$ cat src/rtl/shift_seq32_pkg.sv
// Shared encodings for the multi-cycle shift sequencer: FSM states and op codes.
package shift_seq32_pkg;

  typedef enum logic [1:0] {
    ST_IDLE  = 2'b00,
    ST_SHIFT = 2'b01,
    ST_DONE  = 2'b10
  } state_t;

  localparam logic [1:0] SH_SLL = 2'b00;
  localparam logic [1:0] SH_SRL = 2'b01;
  localparam logic [1:0] SH_SRA = 2'b10;
  localparam logic [1:0] SH_ROR = 2'b11;

endpackage

$ cat src/rtl/shift_seq32_shift1_32.sv
// Single-bit shift stage: one position of SLL/SRL/SRA/ROR per evaluation.
module shift1_32
  import shift_seq32_pkg::*;
(
  input  logic [31:0] acc,
  input  logic [1:0]  op_r,
  output logic [31:0] acc_sh
);

  // Select the fill bit and direction for the latched operation.
  always_comb begin
    acc_sh = acc;
    case (op_r)
      SH_SLL:  acc_sh = {acc[30:0], 1'b0};
      SH_SRL:  acc_sh = {1'b0, acc[31:1]};
      SH_SRA:  acc_sh = {acc[31], acc[31:1]};
      SH_ROR:  acc_sh = {acc[0], acc[31:1]};
      default: acc_sh = acc;
    endcase
  end

endmodule

$ cat src/rtl/shift_seq32.sv
// Multi-cycle 32-bit shifter: one bit position per clock, one-cycle done pulse.
//
// state    | meaning
// ---------+-----------------------------------------------------------
// ST_IDLE  | waiting for start; abort wins over start
// ST_SHIFT | one 1-bit shift per edge, cnt counts down to 1
// ST_DONE  | done=1, res already holds the result; back to IDLE next
module shift_seq32
  import shift_seq32_pkg::*;
(
  input  logic        clk,
  input  logic        rst_n,
  input  logic        start,
  input  logic [1:0]  op,
  input  logic [31:0] A,
  input  logic [4:0]  shift,
  input  logic        abort,
  output logic        busy,
  output logic        done,
  output logic [31:0] res
);

  state_t      state;
  state_t      state_nxt;
  logic [31:0] acc;
  logic [31:0] acc_sh;
  logic [4:0]  cnt;
  logic [1:0]  op_r;
  logic        accept;

  shift1_32 u_shift1 (
    .acc    (acc),
    .op_r   (op_r),
    .acc_sh (acc_sh)
  );

  // Outputs decode from the state register only, so no input reaches them.
  assign busy = (state != ST_IDLE);
  assign done = (state == ST_DONE);

  // State register.
  always_ff @(posedge clk or negedge rst_n) begin
    if (!rst_n) state <= ST_IDLE;
    else        state <= state_nxt;
  end

  // Next-state logic; abort overrides every transition.
  always_comb begin
    state_nxt = state;
    accept    = 1'b0;
    case (state)
      ST_IDLE: begin
        if (start && !abort) begin
          accept    = 1'b1;
          state_nxt = (shift != 5'd0) ? ST_SHIFT : ST_DONE;
        end
      end
      ST_SHIFT: begin
        if (abort)              state_nxt = ST_IDLE;
        else if (cnt == 5'd1)   state_nxt = ST_DONE;
      end
      ST_DONE:  state_nxt = ST_IDLE;
      default:  state_nxt = ST_IDLE;
    endcase
  end

  // Datapath: latch on accept, shift and count down in SHIFT, load res entering DONE.
  always_ff @(posedge clk or negedge rst_n) begin
    if (!rst_n) begin
      acc  <= '0;
      cnt  <= '0;
      op_r <= '0;
      res  <= '0;
    end else begin
      if (accept) begin
        acc  <= A;
        cnt  <= shift;
        op_r <= op;
      end else if (state == ST_SHIFT && !abort) begin
        acc <= acc_sh;
        cnt <= cnt - 5'd1;
      end
      // A zero-length op goes straight from IDLE to DONE, so res takes A directly.
      if (state_nxt == ST_DONE) begin
        res <= (state == ST_IDLE) ? A : acc_sh;
      end
    end
  end

endmodule

$ cat config.mk
export PLATFORM = sky130hd
export DESIGN_NAME = shift_seq32
export DESIGN_NICKNAME = d
export VERILOG_FILES = /design/src/rtl/shift_seq32_pkg.sv /design/src/rtl/shift_seq32_shift1_32.sv /design/src/rtl/shift_seq32.sv
export SDC_FILE = /design/constraint.sdc
export NUM_CORES = 1
export LEC_CHECK = 0
export BUFFER_PORTS_ARGS = -buffer_cell sky130_fd_sc_hd__buf_2
export CORE_MARGIN = 2
export CORE_UTILIZATION = 56
export DETAILED_ROUTE_END_ITERATION = 16
export PLACE_DENSITY = 0.84
export SYNTH_ARGS = -nofsm -noshare
export SYNTH_HDL_FRONTEND = slang
export SYNTH_HIERARCHICAL = 1
export SYNTH_SLANG_ARGS = --single-unit
$ cat constraint.sdc
create_clock -name clk -period 3 [get_ports clk]
set_clock_uncertainty 0.15 [all_clocks]
set_input_delay 0.15 -clock clk [delete_from_list [all_inputs] [get_ports clk]]
set_output_delay 0.15 -clock clk [all_outputs]
set_load 0.01 [all_outputs]
* Word level (Yosys, flattened, before mapping)
Cells that the tools add are included.
** Word-level totals
- Memories :: 0
- Bits in writable memories :: 0
- Input port bits :: 43
- Word-level logic and storage cells :: 34
- Bits in read-only memories :: 0
- Output and inout port bits :: 34
- Register bits :: 73
- Bits in latches :: 0
** Operators by class
- Muxes and demuxes :: 13
- Divide/modulo/power cells :: 0
- Reductions and logical operators :: 8
- Equal/unequal tests :: 7
- Shift-type cells :: 0
- $lt $le $gt $ge :: 0
- Bitwise gates (word level) :: 0
- $add $sub $neg :: 1
- Multiply operators :: 0
** Operators with widths (count)
- case mux 32 bit (4 select lines) :: 1
- two-way mux 32 bit :: 3
- two-way mux 5 bit :: 2
- == test 2 bit (second input constant) :: 4
- two-way mux 2 bit :: 4
- == test 5 x 1 -> 1 bit (second input constant) :: 1
- nonzero test 5 bit :: 1
- subtractor 5 x 1 -> 5 bit (second input constant) :: 1
- == test 2 x 1 -> 1 bit (second input constant) :: 2
- logical NOT 2 bit :: 2
- case mux 2 bit (2 select lines) :: 1
- nonzero test 2 bit :: 2
- logical AND 1 bit :: 2
- two-way mux 1 bit :: 2
- logical NOT 1 bit :: 1

* Longest topological paths before layout
Gate-level depths: netlist (run 1).
- Word-level depth :: 5
- Mapped depth :: 7
- Depth with buffers taken out :: 5

* Cells and area by module
The synthesis (run 1) kept the hierarchy.
** By module, submodules not included
- shift_seq32 :: area each 3464.6 um^2, cells an instance 296, seq. area each 1826.8 um^2, times used 1
- shift1_32 :: area each 518.0 um^2, cells an instance 38, seq. area each 0.0 um^2, times used 1

* Worst setup path before layout (run 1)
Ideal clock, no wire load.
- Kind :: register -> register
- Start point :: reg state[1]
- End point :: reg res[10]
- Cell stages (with the launch flop) :: 7
- Period minus slack after synthesis :: 2256 ps
- Arrival :: 1982 ps
- Buffers on the path :: 3
- Data required time :: 2725 ps
- Setup time :: 125 ps
- Slack :: 744 ps
- Path through :: dfrtp_1 buf_2 or4b_1 buf_2 o32ai_4 buf_6 mux2_2
** Between the ends
- Word-level cells in the longest chain between the ends :: 4
- Elaborated cells between the ends (all ways) :: 8
- Those cells by class :: 2 x eq/ne; 5 x mux; 1 x reduce/logical
** Ends and longest elaborated chain
- start: declaration :: line shift_seq32.sv:23 : state_t state;
- start signal: assignment :: line shift_seq32.sv:44 : else state <= state_nxt;
- two-way mux 2 bit :: line shift_seq32.sv:60 : else if (cnt == 5'd1) state_nxt = ST_DONE;
- two-way mux 2 bit :: line shift_seq32.sv:59 : if (abort) state_nxt = ST_IDLE;
- case mux 2 bit (2 select lines) :: line shift_seq32.sv:51 : case (state)
- == test 2 bit :: line shift_seq32.sv:84 : if (state_nxt == ST_DONE) begin
- end signal: assignment :: line shift_seq32.sv:85 : res <= (state == ST_IDLE) ? A : acc_sh;
- end: declaration :: line shift_seq32.sv:20 : output logic [31:0] res
Several ways; a longest one is shown, not always the timed one.
A chain may end at the register's enable or synchronous reset.

* Final worst setup path (run 1)
- Start point :: reg cnt[1]
- End point :: reg res[20]
** Between the ends
- Word-level cells in the longest chain between the ends :: 5
** Ends and longest elaborated chain
- start: declaration :: line shift_seq32.sv:27 : logic [4:0] cnt;
- start signal: assignment :: line shift_seq32.sv:77 : cnt <= shift;
- start signal: assignment :: line shift_seq32.sv:81 : cnt <= cnt - 5'd1;
- == test 5 x 1 -> 1 bit :: line shift_seq32.sv:60
- two-way mux 2 bit :: line shift_seq32.sv:60
- two-way mux 2 bit :: line shift_seq32.sv:59
- case mux 2 bit (2 select lines) :: line shift_seq32.sv:51
- == test 2 bit :: line shift_seq32.sv:84
Every way passes these cells.

==> impl_metrics.csv, run 1 <==
group,metric,value,unit
worst_setup_path,crit_path_start_kind,"flop",
timing,min_period,2.465,ns
cells_and_area,diodes,0,
worst_setup_path,worst_path_dominant_cell_family,"simple AND/OR/NAND/NOR gates",
cells_and_area,final_net_count,489,
synth,synthesis_stage_register_bit_count,73,
synth,ys_top_cells_by_count,"dfrtp_1, mux2_2, nand2_1, nand3_1, a22oi_1",
worst_setup_path,critical-path-slowest-cell,"or4b_2",
synth,synth.most_common_cell,"dfrtp_1",
timing,final-setup-viol-count,0,
pwr,switching_share,34.44,%
route,avgViaCountPerCell,5.745,
worst_setup_path,cp_cell_sequence,"inv_1 -> ha_1 -> or4b_2 -> o32ai_4 -> buf_4 -> mux2_2",
place,gp_congestion,0.8538,
route,drcViolationCount,0,
route,totalWireLength,9089,µm
place,io_buffer_count,76,
pwr,power_density_of_the_placed_cells,898.3,nW/µm²
worst_setup_path,max_stage_delay,0.64,ns
worst_setup_path,worstSetupEndpointType,"flop",
pwr,net-switching-power,1.558,mW
cells_and_area,final-instance-count-excl-fill,545,
route,dr_total_vias,3131,
pwr,combinationalPowerShare,43.6,%
global_route,grt-ovfl-total,0,
worst_setup_path,timing.critical_path.fanout_max,33,
global_route,antenna_violations_before_repair,0,
die,die_height,88.33,µm
clock_tree,cts_setup_buffers,0,
worst_setup_path,stages_on_worst_setup_path,6,
pwr,design_power_total,4.524,mW
clock_tree,clkSinkCount,73,
synth,synth_enable_flop_cells,0,
route,post_drt_wl_per_cell,16.68,µm
timing,setup-tns-final,0,ns
global_route,via_count_of_the_first_global_routing_pass,3252,
clock_tree,cts_root_buf,"clkbuf_8",
die,die_w,88.33,µm
worst_setup_path,timing.critical_path.required,3.09,ns
clock_tree,cts-htree-levels,3,
clock_tree,clk_slew_on_worst_s_h_paths,0.08,ns
pwr,internal_power,2.966,mW
worst_setup_path,regToRegSetupSlack,0.54,ns
clock_tree,clock_path_buffers,2,
synth,synthDistinctLibCells,32,
worst_setup_path,critical_path.n_buffers_inverters,2,
timing,final.period_utilization,82.16,%
synth,ys.warnings.count,6,
synth,synth_top_area_cell,"dfrtp_1",
place,detailed_placer_s_ending_hpwl,5621,µm
global_route,grt_usage,25.11,%
pwr,pwr-share-seq,39.4,%
job,max_cap_violations,0,
clock_tree,cts-buffers-inserted,9,
timing,timing.slew.headroom,38.95,%
die,io_count,77,
place,pre_cts_slack,0.5304,ns
synth,ys_top_cells_by_area,"dfrtp_1, mux2_2, mux2_4",
synth,synth_area,3983,µm²
route,number_of_search_and_repair_iterations_in_the_first_detailed_routing_pass,4,
cells_and_area,area_delta_synth_final,26.45,%
global_route,grt_first_pass_wirelength,15300,µm
timing,maxSlewViolCount,0,
place,dp.cells,489,
clock_tree,cts_tree,"done",
worst_setup_path,worst-endpoint-arrival,2.55,ns
die,core_box_area,6832,µm²
die,dieArea,7802,µm²
timing,timing.fmax,405.7,MHz
route,antenna_left,0,
pwr,p_clk_share,17.0,%
worst_setup_path,timing.critical_path.to,"res[20]$_DFFE_PN0N_",
synth,synth_nets,379,
pwr,ir_drop,0.4674,mV
synth,synthFlopType,"dfrtp_1",
run_status,run_status,"completed",
timing,final.setup.worst_slack,0.5351,ns
route,drt_iter0_drc,168,
synth,synthesis.area_per_instance,11.92,µm²
synth,synthArstFlopShare,100.0,%
cells_and_area,post_route_cells_drive_above_1_share,44.54,%
worst_setup_path,timing_worst_setup_path_type,"flop to flop",
worst_hold_path,min-delay-path-class,"input port to flop",
cells_and_area,post-route-util,73.72,%
timing,tightest_slew,0.9157,ns
synth,synth.top_cell.area_share,45.87,%
cells_and_area,num-fill-cells,493,
die,initial_core_util,58.30,%
worst_hold_path,whs_path_depth,3,
timing,report.final.hold_viol_count,0,
global_route,grt_max_degree,74,
synth,syn_inst,334,
worst_setup_path,worst_r2r_endpoint,"res[20]$_DFFE_PN0N_",
worst_setup_path,cp-startpoint,"cnt[1]$_DFFE_PN0P_",
clock_tree,clk_latency,0.35,ns
pwr,total_leakage_power,2.483,nW
timing,rsz0062_at_grt,"false",
synth,yosysSeqAreaShare,45.87,%
die,num_rows,30,
worst_setup_path,rr_startpoint,"cnt[1]$_DFFE_PN0P_",
worst_setup_path,r2r_cells,6,
## state kept, by name, summed over array words and instances, names as in the netlist
register	cells
state	2
acc	32
res	32
op_r	2
cnt	5
## routing by layer
layer  vias to the layer above  global-route usage (%)  wire length, µm
met5                         -                       0                0
met4                         0                   8.540              181
met3                        20                   5.317              404
met2                        99                   42.11             4573
met1                      1573                   32.56             3928
li1                       1439                       -                -
## cell usage in the layout, fill, tap and decap left out, drive strengths merged
cell type	netlist	layout
dlygate4sd3	0	40
nor3b	1	1
a221o	4	4
bufinv	0	1
mux2	95	95
nand2	39	39
inv	3	3
nor2	6	6
ha	2	2
nor2b	2	2
o21ai	2	2
o32ai	1	1
nand2b	1	1
nor4b	1	1
clkinv	0	2
or4	2	2
or4b	2	2
a22oi	32	32
o311ai	1	1
or3b	1	1
mux2i	2	2
a21oi	1	1
dfrtp	73	73
buf	11	85
nand3b	1	1
nand3	34	34
or3	1	1
clkbuf	15	11
clkinvlp	0	2
nor3	1	1
## worst reg2reg max path, stage by stage (launching register included)
cell,delay [ns]
dfrtp_1,0.40
inv_1,0.08
ha_1,0.14
or4b_2,0.64
o32ai_4,0.11
buf_4,0.43
mux2_2,0.41
## cell type report
type / instances / area [µm²] / area share, %
clock buffer: 11 / 141.4 / 2.807
tap: 96 / 120.1 / 2.385
clock inverter: 5 / 55.05 / 1.093
sequential: 73 / 1827 / 36.27
multi-input combinational: 232 / 2018 / 40.07
inverter: 3 / 11.26 / 0.2236
timing repair buffer: 125 / 863.3 / 17.14
## power groups by stage
stage	combinational [mW]	sequential, mW	clock, mW
floorplan	1.33	1.83	0
global placement	1.85	1.77	0
detailed placement	1.92	1.79	0
CTS	1.97	1.78	0.785
global route	2.17	1.85	0.823
finish	1.97	1.78	0.771
## through the flow
step           hold WS, ns  instance area (µm²)
6_report           0.03385                 5036
5_1_grt            0.04208                 5036
4_1_cts            0.02580                 5036
3_5_place_dp        0.1990                 4439
3_3_place_gp        0.1926                 4439
2_1_floorplan      -0.2956                 3983
## cells by family after synthesis
logic type	Yosys count	share of synthesized area, %
multiplexers	97	30.10
AND/OR/NAND/NOR	92	11.15
flip-flops	73	45.87
AO/OA/AOI/OAI	41	8.326
buffers and inverters	29	3.927
adder cells (fa/ha/maj)	2	0.6282
## what timing repair did
item / 4_1_cts / 5_1_grt
resized for setup: 0 / 0
endpoints found under the hold margin: 112 / 0
hold buffers: 40 / 0
## worst min-delay path by stage
| stage | from | end | slack, ns |
|---|---|---|---|
| finish | abort | state[0]$_DFF_PN0_ | 0.03 |
| floorplan | rst_n | acc[0]$_DFFE_PN0P_ | -0.30 |
| global route | abort | state[0]$_DFF_PN0_ | 0.04 |
| global placement | rst_n | cnt[2]$_DFFE_PN0P_ | 0.19 |
| CTS | abort | state[0]$_DFF_PN0_ | 0.03 |
| detailed placement | rst_n | res[5]$_DFFE_PN0N_ | 0.20 |
(Power assumes the default switching activity.)
==> run 2, diff against run 1 <==
Settings changed: CORE_UTILIZATION 56 to 50, PLACE_DENSITY 0.84 to 0.79.
Clock period 3 ns to 2 ns, I/O delays scaled along.
==> run 2 against run 1 <==
Net effect:
- the run now ends with setup timing left
- largest power group unchanged
- critical path depth shrank 1
- via count grew 0.96%
- count of clock-buffer cells in the layout shrank 1
==> impl_metrics.csv, run 2 (synthesized netlist as in run 1, its figures left out) <==
group,metric,value,unit
timing,final-setup-viol-count,33,
route,dr_total_vias,3161,
timing,report.final.hold_viol_count,0,
timing,min_period,2.180,ns
timing,tightest_slew,0.4573,ns
global_route,grt_first_pass_wirelength,16930,µm
route,number_of_search_and_repair_iterations_in_the_first_detailed_routing_pass,4,
pwr,power_density_of_the_placed_cells,1343,nW/µm²
worst_hold_path,min-delay-path-class,"input port to asynchronous set/reset pin",
clock_tree,cts-buffers-inserted,9,
route,totalWireLength,10140,µm
pwr,total_leakage_power,2.734,nW
route,drt_iter0_drc,139,
timing,rsz0062_at_grt,"true",
route,avgViaCountPerCell,5.488,
place,pre_cts_slack,-0.2672,ns
worst_setup_path,crit_path_start_kind,"flop",
cells_and_area,diodes,0,
route,antenna_left,0,
cells_and_area,final_net_count,514,
cells_and_area,post-route-util,72.20,%
route,drcViolationCount,0,
timing,timing.slew.headroom,69.51,%
global_route,via_count_of_the_first_global_routing_pass,3368,
timing,maxSlewViolCount,0,
worst_setup_path,max_stage_delay,0.58,ns
worst_setup_path,timing_worst_setup_path_type,"flop to flop",
cells_and_area,layout.cells.most_common,"buf_2",
cells_and_area,post_route_cells_drive_above_1_share,48.52,%
global_route,grt_usage,25.24,%
cells_and_area,area_delta_synth_final,40.09,%
die,dieArea,8695,µm²
job,max_cap_violations,0,
die,io_count,77,
worst_setup_path,critical-path-slowest-cell,"or4b_4",
clock_tree,clk_slew_on_worst_s_h_paths,0.09,ns
global_route,antenna_violations_before_repair,0,
timing,final.setup.worst_slack,-0.1799,ns
route,post_drt_wl_per_cell,17.61,µm
worst_setup_path,timing.critical_path.fanout_max,5,
die,initial_core_util,51.54,%
die,num_rows,32,
worst_setup_path,worst-endpoint-arrival,2.27,ns
timing,timing.fmax,458.7,MHz
clock_tree,cts-htree-levels,3,
timing,setup-tns-final,-5.214,ns
cells_and_area,final-instance-count-excl-fill,576,
clock_tree,cts_tree,"done",
place,io_buffer_count,76,
run_status,violations,"setup timing",
global_route,grt_max_degree,41,
pwr,ir_drop,0.8361,mV
cells_and_area,reg.largest.list,"acc: 32 flops, res: 32 flops, cnt: 5 flops",
worst_setup_path,cp_cell_sequence,"or4b_4 -> o32ai_4 -> buf_12 -> clkbuf_16 -> mux2_4",
die,core_box_area,7727,µm²
place,detailed_placer_s_ending_hpwl,6005,µm
run_status,run_status,"finished with violations",
worst_setup_path,timing.critical_path.required,2.09,ns
die,die_height,93.25,µm
clock_tree,clk_latency,0.36,ns
clock_tree,cts_root_buf,"clkbuf_8",
global_route,grt-ovfl-total,0,
place,dp.cells,512,
die,die_w,93.25,µm
worst_setup_path,worstSetupEndpointType,"flop",
cells_and_area,layout.cells.most_common_list,"buf_2, dfrtp_1, mux2_4",
place,gp_congestion,0.8249,
clock_tree,clock_path_buffers,2,
timing,final.period_utilization,109.0,%
clock_tree,clkSinkCount,73,
-- run 2: changes by cell type in the layout (fill, tap and decap cells not counted), sizes merged --
cell,change
bufinv,+1
clkinvlp,+1
dlygate4sd3,+1
clkinv,-1
buf,+23
-- run 2: layout make-up --
class	instances	area, µm²
Inverter	3	11.26
Clock inverter	6	91.34
Tap cell	102	127.6
Timing Repair Buffer	150	1217
Fill cell	531	2148
Sequential cell	73	1827
Multi-Input combinational cell	232	2167
Clock buffer	10	137.6
-- run 2: path summary, 6_finish.rpt --
| kind | slack (ns) | start | end | cells past startpoint |
|---|---|---|---|---|
| max | -0.18 | state[0]$_DFF_PN0_ | res[20]$_DFFE_PN0N_ | 5 |
| min | 0.08 | rst_n | res[7]$_DFFE_PN0N_ | 2 |
| max reg2reg | -0.18 | state[0]$_DFF_PN0_ | res[20]$_DFFE_PN0N_ | 5 |
| min reg2reg | 0.36 | res[4]$_DFFE_PN0N_ | res[4]$_DFFE_PN0N_ | 1 |
| max in group asynchronous | 1.04 | rst_n | op_r[0]$_DFFE_PN0P_ | 3 |
| min in group clk | 0.13 | shift[4] | state[0]$_DFF_PN0_ | 4 |
-- run 2: what timing repair did --
item                                    in CTS  in global routing
pin swaps                                    1                  0
setup buffers                                3                  1
endpoints found under the setup margin      33                 39
hold buffers                                41                  0
cloned                                       3                  1
gates resized for setup                     34                 15
endpoints found under the hold margin      145                  0
-- run 2: critical path, delay by kind of cell, from the launching register on --
kind,cells,cell delay [ns]
simple gates,1,0.58
flops,1,0.40
buf+inv,2,0.35
compound gates,1,0.29
mux,1,0.29
-- run 2: routing by layer --
metal | vias to the layer above | routed length [µm] | share of wire (%) | track usage [%]
met5 | - | 0 | 0 | 0
met4 | 0 | 206 | 2.0 | 10.17
met3 | 21 | 553 | 5.5 | 5.399
met2 | 102 | 5057 | 50 | 41.07
met1 | 1548 | 4326 | 43 | 32.88
li1 | 1490 | - | - | -
-- run 2: report_power, final --
part	internal, mW	total (mW)	switching, mW
sequential	2.18	2.67	0.498
clock	0.738	1.33	0.589
combinational	2.08	3.50	1.42
-- run 2: metrics by stage --
| step | hold slack [ns] | instance area (µm²) | total power, mW |
|---|---|---|---|
| final | 0.07731 | 5579 | 7.495 |
| after global routing | 0.1153 | 5579 | 8.005 |
| after CTS | 0.08605 | 5504 | 7.412 |
| after detailed placement | -0.06661 | 4649 | 5.789 |
| after global placement | -0.06834 | 4649 | 5.663 |
| after floorplan | -0.3456 | 3995 | 4.736 |
==> run 3, diff against run 2 <==
Settings changed: CORE_UTILIZATION 50 to 26, PLACE_DENSITY 0.79 to 0.48.
==> run 3 against run 2 <==
Net effect:
- the flow still finishes with violations (setup timing)
- largest power group unchanged
- combinational power is 1% lower
- flip-flop and latch count did not move
- largest cell class unchanged
- hold slack lost 0.038 ns
- total power grew 5.4%
==> impl_metrics.csv, run 3 (synthesized netlist as in run 1, its figures left out) <==
group,metric,value,unit
run_status,run_status,"finished with violations",
run_status,violations,"setup timing",
die,io_count,77,
worst_setup_path,worst-endpoint-arrival,2.19,ns
global_route,grt_usage,13.19,%
worst_setup_path,critical-path-slowest-cell,"or4b_4",
die,die_height,127.8,µm
clock_tree,cts-htree-levels,3,
die,initial_core_util,26.39,%
timing,rsz0062_at_grt,"true",
route,antenna_left,0,
clock_tree,clk_latency,0.34,ns
cells_and_area,final-instance-count-excl-fill,661,
place,gp_congestion,0.8115,
pwr,pwr-share-seq,33.8,%
cells_and_area,post_route_cells_drive_above_1_share,48.63,%
cells_and_area,footprint_of_the_multi_input_gates,2165,µm²
pwr,ir_drop,0.5713,mV
cells_and_area,diodes,0,
cells_and_area,final_net_count,513,
global_route,grt_first_pass_wirelength,16860,µm
timing,final.period_utilization,106.1,%
global_route,via_count_of_the_first_global_routing_pass,3258,
clock_tree,cts_tree,"done",
route,number_of_search_and_repair_iterations_in_the_first_detailed_routing_pass,4,
clock_tree,clock_path_buffers,2,
pwr,p_clk_share,22.5,%
cells_and_area,num-fill-cells,1513,
timing,timing.hold.ws,0.03975,ns
place,detailed_placer_s_ending_hpwl,6551,µm
global_route,antenna_violations_before_repair,0,
die,num_rows,45,
pwr,total_leakage_power,2.752,nW
die,core_box_area,15090,µm²
clock_tree,clkSinkCount,73,
timing,min_period,2.122,ns
route,avgViaCountPerCell,4.608,
pwr,net-switching-power,2.481,mW
worst_setup_path,worstSetupEndpointType,"flop",
route,drt_iter0_drc,142,
pwr,internal_power,5.416,mW
global_route,grt-ovfl-total,0,
pwr,power_density_of_the_placed_cells,1385,nW/µm²
clock_tree,cts-buffers-inserted,9,
place,dp.cells,598,
worst_setup_path,timing.critical_path.required,2.07,ns
cells_and_area,layout.cells.most_common_list,"buf_2, dfrtp_1, mux2_4",
pwr,switching_share,31.42,%
worst_setup_path,worst_path_dominant_cell_family,"simple AND/OR/NAND/NOR gates",
worst_setup_path,crit_path_start_kind,"flop",
cells_and_area,ff_latch_area,1827,µm²
timing,maxSlewViolCount,0,
pwr,combinationalPowerShare,43.7,%
timing,final-setup-viol-count,33,
clock_tree,cts_root_buf,"clkbuf_16",
cells_and_area,layout.cells.most_common,"buf_2",
global_route,grt_max_degree,42,
timing,timing.slew.headroom,70.09,%
place,io_buffer_count,76,
route,drcViolationCount,0,
die,die_w,127.8,µm
job,max_cap_violations,0,
cells_and_area,area_delta_synth_final,43.14,%
timing,setup-tns-final,-2.385,ns
route,post_drt_wl_per_cell,15.61,µm
timing,tightest_slew,0.4487,ns
cells_and_area,reg.largest.list,"acc: 32 flops, res: 32 flops, cnt: 5 flops",
worst_setup_path,timing.critical_path.fanout_max,8,
clock_tree,clk_slew_on_worst_s_h_paths,0.06,ns
die,dieArea,16320,µm²
timing,report.final.hold_viol_count,0,
timing,final.setup.worst_slack,-0.1225,ns
route,totalWireLength,10320,µm
worst_setup_path,critical_path.n_buffers_inverters,2,
worst_hold_path,min-delay-path-class,"input port to flop",
timing,timing.fmax,471.1,MHz
worst_setup_path,max_stage_delay,0.54,ns
worst_setup_path,cp_cell_sequence,"or4b_4 -> o32ai_4 -> buf_6 -> clkbuf_16 -> mux2_4",
worst_setup_path,timing_worst_setup_path_type,"flop to flop",
route,dr_total_vias,3046,
run 3: path summary, 6_finish.rpt:
path / slack (ns) / cells after the start / end / start
max reg2reg: -0.12 / 5 / res[7]$_DFFE_PN0N_ / state[1]$_DFF_PN0_
min in group asynchronous: 0.11 / 2 / res[3]$_DFFE_PN0N_ / rst_n
min reg2reg: 0.35 / 1 / res[3]$_DFFE_PN0N_ / res[3]$_DFFE_PN0N_
max in group asynchronous: 1.01 / 3 / state[0]$_DFF_PN0_ / rst_n
max: -0.12 / 5 / res[7]$_DFFE_PN0N_ / state[1]$_DFF_PN0_
min: 0.04 / 4 / state[0]$_DFF_PN0_ / abort
run 3: per-layer routing:
metal,wire (µm),vias to the layer above,GRT usage [%]
met5,0,-,0
met4,114,0,3.297
met3,398,8,3.965
met2,4979,56,22.11
met1,4823,1495,16.68
li1,-,1487,-
run 3: power groups by stage:
stage | registers (mW) | clock network, mW | logic, mW
2_1_floorplan | 2.74 | 0 | 2.00
5_1_grt | 2.77 | 1.90 | 3.80
3_5_place_dp | 2.68 | 0 | 3.09
6_report | 2.67 | 1.78 | 3.45
4_1_cts | 2.67 | 1.84 | 3.37
3_3_place_gp | 2.66 | 0 | 3.05
run 3: final cells by class:
class	instances	share of cell area [%]
clock inverters	2	1.054
flip-flops and latches	73	32.05
multi-input cells	232	37.97
inverters	3	0.1975
clock buffers	14	4.631
repair buffers	149	19.97
well taps	188	4.126
run 3: metrics by stage:
stage	instance area, µm²	util, %	worst slack, ns	power (mW)
CTS	5662	37.52	-0.1380	7.886
floorplan	3995	-	-0.2512	4.736
global placement	4757	31.53	-0.2210	5.717
detailed placement	4757	31.53	-0.2561	5.771
finish	5700	37.78	-0.1225	7.897
global route	5700	37.78	-0.1825	8.472
run 3: what timing repair did:
item                       CTS  global route
hold buffers                40             0
gates resized for setup     21            23
cloned                       1             1
pin swaps                    2             2
buffers inserted             9             2
setup endpoints to repair   33            44
hold endpoints to repair   142             0
run 3: worst register-to-register path, cell delays in order, from the launching register on:
cell,delay [ns]
dfrtp_1,0.38
or4b_4,0.54
o32ai_4,0.30
buf_6,0.17
clkbuf_16,0.16
mux2_4,0.30
